--- config.mk ---
export PLATFORM = sky130hd
export DESIGN_NAME = mtx_arb
export DESIGN_NICKNAME = d
export VERILOG_FILES = /design/src/rtl/mtx_arb.sv
export SDC_FILE = /design/constraint.sdc
export NUM_CORES = 1
export LEC_CHECK = 0
export BUFFER_PORTS_ARGS = -buffer_cell sky130_fd_sc_hd__buf_2
export CAP_MARGIN = 20
export CORE_AREA = 2 2 148 150
export DETAILED_ROUTE_END_ITERATION = 12
export DIE_AREA = 0 0 150 152
export GPL_ROUTABILITY_DRIVEN = 1
export PLACE_DENSITY_LB_ADDON = 0.2
export SYNTH_ARGS = -nofsm -noshare
export SYNTH_HDL_FRONTEND = slang
export SYNTH_SLANG_ARGS = --single-unit
--- constraint.sdc ---
create_clock -name io_clk -period 2 [get_ports io_clk]
set_input_delay 0.2 -clock io_clk [delete_from_list [all_inputs] [get_ports io_clk]]
set_output_delay 0.2 -clock io_clk [all_outputs]
set_load 0.005 [all_outputs]
--- src/rtl/mtx_arb.sv ---
// mtx_arb: packet-level round-robin arbiter feeding one MIO transmit serializer
//   io_clk, nreset        : clock, async active-low reset
//   en                    : arbitration enable (blocks new grants only)
//   req_valid/last/vbytes/packet : per-requester beat inputs (sliced by index)
//   req_ready             : combinational beat accept per requester
//   io_valid, io_packet   : registered beat to the serializer
//   io_wait               : serializer pushback
//   grant, busy           : registered one-hot owner and packet-in-flight flag
module mtx_arb #(
  parameter int N  = 4,
  parameter int PW = 64
) (
  input  logic            io_clk,
  input  logic            nreset,
  input  logic            en,
  input  logic [N-1:0]    req_valid,
  input  logic [N-1:0]    req_last,
  input  logic [N*8-1:0]  req_vbytes,
  input  logic [N*PW-1:0] req_packet,
  output logic [N-1:0]    req_ready,
  output logic [7:0]      io_valid,
  output logic [PW-1:0]   io_packet,
  input  logic            io_wait,
  output logic [N-1:0]    grant,
  output logic            busy
);
  localparam int AW = (N > 1) ? $clog2(N) : 1;
  typedef enum logic {IDLE, SEND} state_t;
  state_t state;
  logic [AW-1:0] ptr, owner, win;
  logic slot_free, accept;
  // lowest offset from ptr wins, so scan offsets high to low and let the last hit stand
  always_comb begin
    win = '0;
    for (int k = N - 1; k >= 0; k--)
      if (req_valid[(int'(ptr) + k) % N]) win = AW'((int'(ptr) + k) % N);
  end
  // an empty slot, or one the serializer drains this edge, can take a new beat
  assign slot_free = (io_valid == 8'd0) || !io_wait;
  assign req_ready = grant & req_valid & {N{busy & slot_free}};
  assign accept    = |req_ready;
  always_ff @(posedge io_clk or negedge nreset) begin
    if (!nreset) begin
      state     <= IDLE;
      grant     <= '0;
      busy      <= 1'b0;
      ptr       <= '0;
      owner     <= '0;
      io_valid  <= '0;
      io_packet <= '0;
    end else begin
      if (state == IDLE) begin
        if (en && |req_valid) begin
          state <= SEND;
          busy  <= 1'b1;
          grant <= {{(N-1){1'b0}}, 1'b1} << win;
          owner <= win;
        end
      end else if (accept && req_last[owner]) begin
        state <= IDLE;
        busy  <= 1'b0;
        grant <= '0;
        ptr   <= (owner == AW'(N - 1)) ? '0 : owner + 1'b1;
      end
      // a zero vbytes beat lands as io_valid=0, i.e. it is consumed and dropped
      if (accept) begin
        io_valid  <= req_vbytes[8*owner +: 8];
        io_packet <= req_packet[PW*owner +: PW];
      end else if (slot_free) begin
        io_valid  <= '0;
      end
    end
  end
endmodule

## Yosys cells after proc, flatten, opt, wreduce, memory -nomap -nowiden

Index checks and enable logic that the tools add are counted.

- Add/sub/neg operators: 4
- $lt $le $gt $ge: 5
- Equality and inequality tests: 2
- Shift operators: 3
- Mux-type cells: 29
- Bitwise operators: 7
- Reduce and logical (&&, ||, !) cells: 15

Operators with widths:

| kind | count |
|---|---|
| 256-bit by 9-bit indexed part select with 64-bit output | 1 |
| 32-bit by 6-bit indexed part select with 8-bit output | 1 |
| 8-bit 2-to-1 mux | 2 |
| 1-bit 2-to-1 mux | 14 |
| 3-bit by 4-bit < comparator with 1-bit output (second input constant) | 3 |
| 4-bit 2-to-1 mux | 3 |
| 1-bit binary-select mux with 2-bit select | 5 |
| 2-bit 2-to-1 mux | 5 |
| 4-bit AND | 2 |
| 8-bit zero test | 1 |
| 4-bit OR reduction | 2 |
| 2-bit by 3-bit < comparator with 1-bit output (second input constant) | 2 |
| 2-bit AND reduction | 3 |
| 2-bit OR reduction | 3 |
| 2-bit by 1-bit adder with 2-bit output (second input constant) | 2 |
| 2-bit adder (second input constant) | 2 |
| 2-bit nonzero test | 2 |
| 1-bit by 2-bit left shift with 4-bit output (first input constant) | 1 |
| 1-bit AND (first input constant) | 3 |
| 2-bit == test (second input constant) | 1 |
| 1-bit logical AND | 2 |
| 2-bit by 1-bit inequality test with 1-bit output (second input constant) | 1 |
| 1-bit AND | 1 |
| 1-bit zero test | 1 |
| other kinds (2) | 2 |

- Flip-flop bits (word level): 82
- Bits of input ports: 300
- Word-level logic and storage cells: 72

## Depth between registers and ports, before layout

Gate-level depths: netlist (run 1).

- Depth in word-level cells: 13
- Gate-level depth with buffers: 5
- Gate-level depth less buffers: 4

## Least setup slack after synthesis (run 1)

OpenSTA, ideal clock, no wires.

- Path type: reg-to-reg
- Start: register io_valid[1]
- End: register io_packet[0]
- Data arrival time: 1.586 ns
- Setup slack: 0.290 ns
- Cell stages (with the launch flop): 6
- Path buffers: 1
- Path through: dfrtp_1 > nor4_1 > a21boi_2 > nor2_8 > buf_6 > mux2_2

- Word-level cells in the longest chain between the ends: 5

RTL lines:

| element | RTL line | RTL |
|---|---|---|
| start: declaration | 21 | `output logic [7:0] io_valid,` |
| start signal: assignment | 67 | `io_valid <= req_vbytes[8*owner +: 8];` |
| 8-bit zero test | 39 | `assign slot_free = (io_valid == 8'd0) \|\| !io_wait;` |
| 1-bit logical OR | 39 |  |
| 1-bit AND | 40 | `assign req_ready = grant & req_valid & {N{busy & slot_free}};` |
| 4-bit AND | 40 |  |
| 4-bit OR reduction | 41 | `assign accept = \|req_ready;` |
| end signal: assignment | 68 | `io_packet <= req_packet[PW*owner +: PW];` |
| end: declaration | 22 | `output logic [PW-1:0] io_packet,` |

Every way passes these cells.
A chain may end at the register's enable or synchronous reset.

## Final worst setup path (run 1)

- Start: register io_valid[1]
- End: register io_packet[37]

Same word-level chain as after synthesis.

==> results of run 1 <==
## how the worst min path moves through the flow
stage | startpoint | endpoint | slack (ns) | cells after the start
after CTS | en | state | 0.11 | 3
after global routing | en | state | 0.15 | 3
final | en | state | 0.13 | 3
after floorplan | nreset | busy | -0.1 | 0
after global placement | nreset | io_packet[3] | 0.08 | 1
after detailed placement | nreset | io_packet[3] | 0.08 | 1
## power by group through the flow
| stage | registers, µW | logic, µW | clock network (µW) |
|---|---|---|---|
| 2_1_floorplan | 1690 | 123 | 0 |
| 3_3_place_gp | 1690 | 457 | 0 |
| 3_5_place_dp | 1690 | 473 | 0 |
| 4_1_cts | 1660 | 477 | 1840 |
| 5_1_grt | 1660 | 514 | 1910 |
| 6_report | 1660 | 466 | 1780 |
## through the flow
stage          setup slack [ns]  hold slack, ns
6_report                 0.1407          0.1310
4_1_cts                 0.07955          0.1125
2_1_floorplan            0.2897        -0.09559
5_1_grt                 0.03445          0.1479
3_3_place_gp             0.1235         0.07539
3_5_place_dp            0.07905         0.07627
## per-layer routing
| metal | GRT usage (%) | routed length, µm | up-vias |
|---|---|---|---|
| met1 | 14.62 | 5636 | 2202 |
| li1 | - | - | 2011 |
| met4 | 5.975 | 368 | 0 |
| met5 | 0 | 0 | - |
| met3 | 3.544 | 1361 | 21 |
| met2 | 25.88 | 8531 | 231 |
## worst reg2reg max path, stage by stage, from the launching register on
cell,delay (ns)
dfrtp_1,0.41
nor4_2,0.32
a21boi_2,0.10
buf_4,0.17
nor2_8,0.13
buf_12,0.22
mux2_2,0.40
## synth_stat cells, types with 4 or more instances
cell,count,area [µm²]
buf_6,13,146.4
a21oi_1,4,20.02
mux2_2,66,743.2
dfrtp_1,82,2052
nand2_1,12,45.04
o32ai_1,4,35.03
mux4_2,73,1644
nor2_1,7,26.28
buf_2,5,25.02
a22o_1,8,70.07
clkbuf_1,7,26.28
## state kept, by name, indices dropped and copies added (netlist names)
name,count
busy,1
grant,4
io_packet,64
io_valid,8
owner,2
ptr,2
state,1
## cell families after synthesis
group | after synthesis
multiplexers | 140
flip-flops | 82
buffers and inverters | 28
AND/OR/NAND/NOR | 28
AO/OA/AOI/OAI | 25
adder cells (fa/ha/maj) | 1
## repair_timing
item	4_1_cts	5_1_grt
hold endpoints to repair	14	0
gates resized for setup	2	1
setup buffers	2	0
gates cloned	0	0
pin swaps	1	0
hold buffers	1	0
setup endpoints to repair	4	5
## layout by cell type (no fill, tap or decap), drive strengths merged, types with 4 or more instances in the layout
cell type,count
buf,394
dfrtp,82
mux4,73
mux2,66
nand2,12
clkbuf,12
a22o,8
nor2,8
a21oi,4
o32ai,4
## cell type report
class	count	area share [%]
Sequential cell	82	26.95
Clock inverter	4	0.9825
Tap cell	280	4.585
Timing Repair Buffer	395	27.74
Antenna cell	2	0.06550
Multi-Input combinational cell	194	36.30
Inverter	3	0.1474
Clock buffer	12	3.226
==> flow_metrics.env, run 1 <==
export IMPL_status="finished, final reports clean"
export IMPL_ir_worst_vdd_mv=0.3229
export IMPL_fp_dieH_um=152
export IMPL_seq_area_um2=2059
export IMPL_ys_types=27
export IMPL_synth_compound_area_share_pct=3.843
export IMPL_clock_sinks=82
export IMPL_hp_class="input pin to flop"
export IMPL_finalNetCount=986
export IMPL_clock_power_share_pct=45.5
export IMPL_cp_end_kind="flop"
export IMPL_crit_slowest_cell="dfrtp_1"
export IMPL_fillers=2198
export IMPL_critical_path_buf_inv_count=2
export IMPL_period_needed_ns=1.859
export IMPL_synth_enable_flop_cells=0
export IMPL_pwr_density_cell_nw_per_um2=510.7
export IMPL_critPathTopFamily="simple AND/OR/NAND/NOR gates"
export IMPL_tightest_slew_ns=0.4193
export IMPL_timing_rr_start="io_valid[1]"
export IMPL_synth_area_um2=5014
export IMPL_slew_violations=0
export IMPL_clk_latency_ns=0.34
export IMPL_track_usage_pct=13.92
export IMPL_cp_required_ns=2.22
export IMPL_drc=0
export IMPL_grt_pass1_wl_mm=25.02
export IMPL_vias=4465
export IMPL_totalPowerFinal_uw=3902
export IMPL_num_io_pins=381
export IMPL_drive_above_1_share_pct=80.29
export IMPL_finalCritPeriodShare_pct=92.96
export IMPL_fin_tns_setup_ns=0
export IMPL_cts_made_buffers=9
export IMPL_synth_async_reset_ratio_pct=100.0
export IMPL_critPathLaunch="io_valid[1]"
export IMPL_reg2reg_slack_ns=0.14
export IMPL_synth_area_per_cell_um2=16.49
export IMPL_fin_worst_skew_ns=0.006995
export IMPL_power_frac_comb_pct=12.0
export IMPL_coreArea_um2=21350
export IMPL_synth_top_family_by_area="multiplexers"
export IMPL_utilization_pct=35.79
export IMPL_crit_cells=6
export IMPL_p_int_uw=3099
export IMPL_rr_endpoint="io_packet[37]"
export IMPL_dp_hpwl_mm=13.49
export IMPL_stdcell_area_um2=7641
export IMPL_firstDrtPassIters=4
export IMPL_p_sw_share_pct=20.60
export IMPL_hold_violations=0
export IMPL_ys_seq_area_share_pct=40.93
export IMPL_stdcell_count=972
export IMPL_endpoint="io_packet[37]"
export IMPL_initial_core_util_pct=23.48
export IMPL_via_per_inst=4.594
export IMPL_synth_mux_area_share_pct=47.82
export IMPL_synth_seq_cells=82
export IMPL_synth_cells=304
export IMPL_antenna_found_initial=2
export IMPL_grt_max_degree=44
export IMPL_dp_cells=951
export IMPL_drtAntennaViolNets=0
export IMPL_maxCapViolCount=0
export IMPL_synth_warnings=0
export IMPL_rr_worst_depth=6
export IMPL_io_buffers=380
export IMPL_crit_path_cell_trace="nor4_2 -> a21boi_2 -> buf_4 -> nor2_8 -> buf_12 -> mux2_2"
export IMPL_path_clk_slew_ns=0.06
export IMPL_rsz0062_at_grt="false"
export IMPL_synthXorXnorAreaFrac_pct=0
export IMPL_synthToLayoutAreaGrowth_pct=52.41
export IMPL_slowest_delay_ns=0.41
export IMPL_row_count=54
export IMPL_arrival_ns=2.08
export IMPL_ctsHtreeMaxLevel=3
export IMPL_critPathKind="flop to flop"
export IMPL_setup_viol=0
export IMPL_place_area_um2=7268
export IMPL_ys_flop_type="dfrtp_1"
export IMPL_cts_tree="built"
export IMPL_grt_pass1_vias=5075
export IMPL_drt_iter0_drc=107
export IMPL_die_area_um2=22800
export IMPL_seqPwrFrac_pct=42.5
export IMPL_synthAdderAreaFrac_pct=0.2496
export IMPL_power_leakage_uw=0.003882
export IMPL_critPathMaxFanout=36
export IMPL_multi_input_area_um2=2774
export IMPL_switchingPower_uw=803.8
export IMPL_routabilityCongestion=0.7705
export IMPL_maxSlewHeadroom_pct=72.05
export IMPL_grt_overflow=0
export IMPL_fmax_ghz=0.5378
export IMPL_synthSimpleGateAreaFrac_pct=2.995
export IMPL_wirelength_mm=15.90
export IMPL_synth_fp_nets=605
export IMPL_die_w_um=150
export IMPL_wl_per_cell_um=16.35
export IMPL_clockBufferDepth=2
export IMPL_cts_root_buf="clkbuf_16"
export IMPL_cp_start_kind="flop"
No activity file was read; power rests on OpenSTA's default activity.
==> run 2, diff against run 1 <==
--- a/config.mk
+++ b/config.mk
@@ -7,9 +7,10 @@
 export LEC_CHECK = 0
 export BUFFER_PORTS_ARGS = -buffer_cell sky130_fd_sc_hd__buf_2
 export CAP_MARGIN = 20
-export CORE_AREA = 2 2 148 150
+export CORE_AREA = 2 2 146 148
+export CTS_BUF_LIST = sky130_fd_sc_hd__clkbuf_4 sky130_fd_sc_hd__clkbuf_8
 export DETAILED_ROUTE_END_ITERATION = 12
-export DIE_AREA = 0 0 150 152
+export DIE_AREA = 0 0 148 150
 export GPL_ROUTABILITY_DRIVEN = 1
 export PLACE_DENSITY_LB_ADDON = 0.2
 export SYNTH_ARGS = -nofsm -noshare
==> run 2 against run 1 <==
Compared with the run above: sequential power barely moved; flip-flop and latch count did not move; core utilization rose by 0.70 points; count of clock-buffer cells in the layout fell by 1; cell count fell by 0.82%; largest power group is now sequential cells.
==> flow_metrics.env, run 2 (synthesis results as in run 1) <==
export IMPL_power_frac_comb_pct=13.1
export IMPL_fin_tns_setup_ns=0
export IMPL_grt_pass1_wl_mm=24.33
export IMPL_maxCapViolCount=0
export IMPL_clockBufferDepth=2
export IMPL_grt_max_degree=44
export IMPL_reg_top3="io_packet (64), io_valid (8), grant (4)"
export IMPL_totalPowerFinal_uw=3580
export IMPL_ctsHtreeMaxLevel=3
export IMPL_vias=4435
export IMPL_crit_slowest_cell="dfrtp_1"
export IMPL_mostFrequentLayoutCells="buf_2 (379), dfrtp_1 (80), mux4_2 (73)"
export IMPL_cp_start_kind="flop"
export IMPL_wl_per_cell_um=16.84
export IMPL_p_sw_share_pct=21.12
export IMPL_maxSlewHeadroom_pct=71.29
export IMPL_hp_class="input pin to flop"
export IMPL_cts_tree="built"
export IMPL_drc=0
export IMPL_cts_root_buf="clkbuf_8"
export IMPL_p_int_uw=2824
export IMPL_final_common_cell="buf_2"
export IMPL_status="finished, final reports clean"
export IMPL_grt_pass1_vias=4890
export IMPL_track_usage_pct=13.95
export IMPL_io_buffers=380
export IMPL_clk_latency_ns=0.36
export IMPL_critPathTopFamily="simple AND/OR/NAND/NOR gates"
export IMPL_dp_hpwl_mm=13.63
export IMPL_finalNetCount=984
export IMPL_routabilityCongestion=0.7929
export IMPL_utilization_pct=36.48
export IMPL_pwr_density_cell_nw_per_um2=474.3
export IMPL_row_count=53
export IMPL_coreArea_um2=20690
export IMPL_fin_worst_skew_ns=0.01063
export IMPL_synthToLayoutAreaGrowth_pct=50.56
export IMPL_fp_dieH_um=150
export IMPL_drt_iter0_drc=92
export IMPL_seqPwrFrac_pct=46.3
export IMPL_slew_violations=0
export IMPL_fmax_ghz=0.5392
export IMPL_cp_required_ns=1.80
export IMPL_firstDrtPassIters=4
export IMPL_cp_end_kind="primary output"
export IMPL_critPathKind="flop to primary output"
export IMPL_arrival_ns=1.65
export IMPL_antenna_found_initial=2
export IMPL_tightest_slew_ns=0.4251
export IMPL_drtAntennaViolNets=0
export IMPL_die_w_um=148
export IMPL_hold_violations=0
export IMPL_clock_sinks=82
export IMPL_die_area_um2=22200
export IMPL_cts_made_buffers=9
export IMPL_switchingPower_uw=756.2
export IMPL_critPathMaxFanout=4
export IMPL_grt_overflow=0
export IMPL_ir_worst_vdd_mv=0.2218
export IMPL_power_leakage_uw=0.003851
export IMPL_crit_path_cell_trace="nor4_4 -> a21boi_4 -> nand2b_4 -> nor2_1 -> buf_2"
export IMPL_initial_core_util_pct=24.23
export IMPL_regMostFlops="io_packet"
export IMPL_num_io_pins=381
export IMPL_wirelength_mm=16.23
export IMPL_slowest_delay_ns=0.42
export IMPL_critical_path_buf_inv_count=1
export IMPL_via_per_inst=4.601
export IMPL_path_clk_slew_ns=0.08
export IMPL_period_needed_ns=1.855
export IMPL_drive_above_1_share_pct=80.67
export IMPL_finalCritPeriodShare_pct=92.73
export IMPL_setup_viol=0
export IMPL_largest_register_ffs=64
export IMPL_clock_power_share_pct=40.6
export IMPL_rsz0062_at_grt="false"
## run 2: power by group through the flow
stage | Combinational, µW | Sequential, µW | Clock, µW
final | 469 | 1660 | 1450
after CTS | 478 | 1660 | 1530
after global placement | 460 | 1690 | 0
after detailed placement | 474 | 1690 | 0
after floorplan | 123 | 1690 | 0
after global routing | 515 | 1660 | 1600
## run 2: repair_timing
| action | 4_1_cts | 5_1_grt |
|---|---|---|
| pin swaps | 0 | 2 |
| hold endpoints to repair | 31 | 0 |
| cloned | 0 | 0 |
| endpoints found under the setup margin | 4 | 4 |
| resized for setup | 4 | 3 |
| hold buffers | 1 | 0 |
| setup buffers | 0 | 3 |
## run 2: path summary, 6_finish.rpt
check / depth (start not counted) / startpoint / slack, ns / endpoint
worst min-delay path: 3 / en / 0.14 / state
min in group asynchronous: 2 / nreset / 0.32 / io_packet[35]
worst min register to register: 1 / io_packet[15] / 0.51 / io_packet[15]
max in group asynchronous: 3 / nreset / 1.07 / owner[1]
worst max register to register: 5 / io_valid[5] / 0.18 / io_packet[37]
worst max-delay path: 5 / io_valid[5] / 0.15 / req_ready[0]
## run 2: metal layers
metal | track usage, % | vias up | routed length [µm]
li1 | - | 1998 | -
met1 | 14.52 | 2204 | 5686
met3 | 3.780 | 17 | 1401
met2 | 26.88 | 214 | 8873
met4 | 4.762 | 2 | 258
met5 | 0 | - | 10
## run 2: final cells by class
type | count | area [µm²]
fill | 2127 | 13140
multi-input combinational | 194 | 2798
timing repair buffer | 393 | 2092
sequential | 82 | 2059
tap | 275 | 344.1
clock buffer | 11 | 138.9
clock inverter | 5 | 102.6
inverter | 3 | 11.26
antenna | 1 | 2.502
## run 2: worst min-delay path, cell delays in order
cell and delay [ns]:
buf_2 0.11, o41ai_1 0.08, a21oi_1 0.07
## run 2: stage by stage
step                cell area [µm²]  hold WS [ns]  cells  worst slack, ns
global route                   7546        0.1470    963          0.04408
floorplan                      5014      -0.09559    304           0.2897
global placement               7227        0.1650    943           0.1042
finish                         7548        0.1406    964           0.1454
CTS                            7502        0.1144    960          0.01482
detailed placement             7227        0.1741    943          0.02091
==> run 3, diff against run 2 <==
--- a/config.mk
+++ b/config.mk
@@ -7,7 +7,7 @@
 export LEC_CHECK = 0
 export BUFFER_PORTS_ARGS = -buffer_cell sky130_fd_sc_hd__buf_2
 export CAP_MARGIN = 20
-export CORE_AREA = 2 2 146 148
+export CORE_AREA = 10 10 138 140
 export CTS_BUF_LIST = sky130_fd_sc_hd__clkbuf_4 sky130_fd_sc_hd__clkbuf_8
 export DETAILED_ROUTE_END_ITERATION = 12
 export DIE_AREA = 0 0 148 150
==> run 3 against run 2 <==
Compared with the run above: die area did not move; flip-flop and latch count did not move; final area fell by 1.4%; largest cell class unchanged; critical endpoint is now req_ready[1]; critical path depth did not move.
==> flow_metrics.env, run 3 (synthesis results as in run 1) <==
export IMPL_status="finished, final reports clean"
export IMPL_wirelength_mm=18.95
export IMPL_antenna_found_initial=1
export IMPL_regMostFlops="io_packet"
export IMPL_stdcell_count=909
export IMPL_maxCapViolCount=0
export IMPL_dp_cells=888
export IMPL_vias=4460
export IMPL_finalNetCount=984
export IMPL_path_clk_slew_ns=0.07
export IMPL_firstDrtPassIters=4
export IMPL_setup_viol=0
export IMPL_crit_slowest_cell="dfrtp_1"
export IMPL_synthToLayoutAreaGrowth_pct=48.49
export IMPL_slowest_delay_ns=0.42
export IMPL_cts_root_buf="clkbuf_8"
export IMPL_maxSlewHeadroom_pct=62.13
export IMPL_grt_max_degree=44
export IMPL_ctsHtreeMaxLevel=3
export IMPL_cp_start_kind="flop"
export IMPL_critPathKind="flop to primary output"
export IMPL_mostFrequentLayoutCells="buf_2 (379), dfrtp_1 (79), mux4_2 (73)"
export IMPL_clk_latency_ns=0.35
export IMPL_fin_worst_skew_ns=0.009486
export IMPL_arrival_ns=1.70
export IMPL_reg_top3="io_packet (64), io_valid (8), grant (4)"
export IMPL_drive_above_1_share_pct=80.96
export IMPL_final_common_cell="buf_2"
export IMPL_clockBufferDepth=2
export IMPL_pwr_density_cell_nw_per_um2=456.6
export IMPL_die_area_um2=22200
export IMPL_num_io_pins=381
export IMPL_finalCritPeriodShare_pct=94.77
export IMPL_initial_core_util_pct=30.67
export IMPL_drc=0
export IMPL_coreArea_um2=16350
export IMPL_row_count=47
export IMPL_die_w_um=148
export IMPL_largest_register_ffs=64
export IMPL_fp_dieH_um=150
export IMPL_cp_required_ns=1.80
export IMPL_cp_end_kind="primary output"
export IMPL_io_buffers=380
export IMPL_cts_made_buffers=9
export IMPL_via_per_inst=4.906
export IMPL_power_leakage_uw=0.003840
export IMPL_ir_worst_vdd_mv=0.2335
export IMPL_wl_per_cell_um=20.84
export IMPL_grt_pass1_vias=5063
export IMPL_tightest_slew_ns=0.5681
export IMPL_fillers=1565
export IMPL_drt_iter0_drc=153
export IMPL_grt_pass1_wl_mm=28.12
export IMPL_track_usage_pct=16.09
export IMPL_drtAntennaViolNets=0
export IMPL_dp_hpwl_mm=16.33
export IMPL_period_needed_ns=1.895
export IMPL_hp_class="input pin to flop"
export IMPL_crit_path_cell_trace="nor4_4 -> a21boi_4 -> nand2b_4 -> nor2_1 -> buf_2"
export IMPL_routabilityCongestion=0.9210
export IMPL_critPathMaxFanout=4
export IMPL_clock_sinks=82
export IMPL_hold_violations=0
export IMPL_cts_tree="built"
export IMPL_fin_tns_setup_ns=0
export IMPL_fmax_ghz=0.5276
export IMPL_slew_violations=0
export IMPL_grt_overflow=0
[run 3: changes by cell type in the layout (fill, tap and decap cells not counted)]
cell	previous run	this run
bufinv_16	3	1
dfrtp_2	0	1
buf_4	6	7
nor2_1	7	6
buf_12	7	6
clkbuf_8	9	12
clkinvlp_4	1	0
dfrtp_1	80	79
nor2_2	0	1
[run 3: through the flow]
stage	instance area [µm²]	hold slack [ns]	setup WS, ns	total power, µW	util [%]
2_1_floorplan	5014	-0.09559	0.2897	1813	-
3_3_place_gp	7146	0.2213	0.1742	2146	43.71
4_1_cts	7383	0.1134	0.01489	3474	45.16
3_5_place_dp	7146	0.2294	0.1750	2158	43.71
6_report	7445	0.1456	0.1046	3400	45.54
5_1_grt	7445	0.1238	-0.002599	3596	45.54
[run 3: layout make-up]
class | instances | area [µm²] | area share (%)
clock inverters | 2 | 35.03 | 0.4706
inverters | 3 | 11.26 | 0.1513
clock buffers | 14 | 180.2 | 2.420
repair buffers | 393 | 2079 | 27.93
well taps | 220 | 275.3 | 3.697
flip-flops and latches | 82 | 2061 | 27.68
diodes | 1 | 2.502 | 0.03361
multi-input cells | 194 | 2800 | 37.61
[run 3: routing by layer]
| layer | track usage [%] | share of wire, % | vias up |
|---|---|---|---|
| met5 | 0 | 0 | - |
| met4 | 5.352 | 1.9 | 0 |
| met3 | 5.857 | 9.6 | 23 |
| met2 | 28.73 | 53 | 233 |
| met1 | 17.27 | 35 | 2206 |
| li1 | - | - | 1998 |
[run 3: what timing repair did]
item,CTS,global route
hold buffers,1,0
pin swaps,0,2
setup buffers,0,3
endpoints found under the setup margin,4,4
gates resized for setup,2,7
endpoints found under the hold margin,42,0
[run 3: path summary, 6_finish.rpt]
check | end | slack, ns | startpoint | cells past startpoint
setup / recovery | req_ready[1] | 0.10 | io_valid[5] | 5
hold / removal | state | 0.15 | en | 3
max in group asynchronous | owner[1] | 0.96 | nreset | 3
min in group asynchronous | io_packet[21] | 0.39 | nreset | 2
setup reg to reg | ptr[1] | 0.18 | io_valid[5] | 5
hold reg to reg | io_packet[15] | 0.50 | io_packet[15] | 1
[run 3: critical path, delay by kind of cell, from the launching register on]
family	cells	cell delay [ns]
compound gates	1	0.14
buf+inv	1	0.12
simple gates	3	0.67
flops	1	0.42
[run 3: report_power, final]
part	internal [µW]	switching [µW]
registers	1660	0
clock network	706	570
logic	310	156
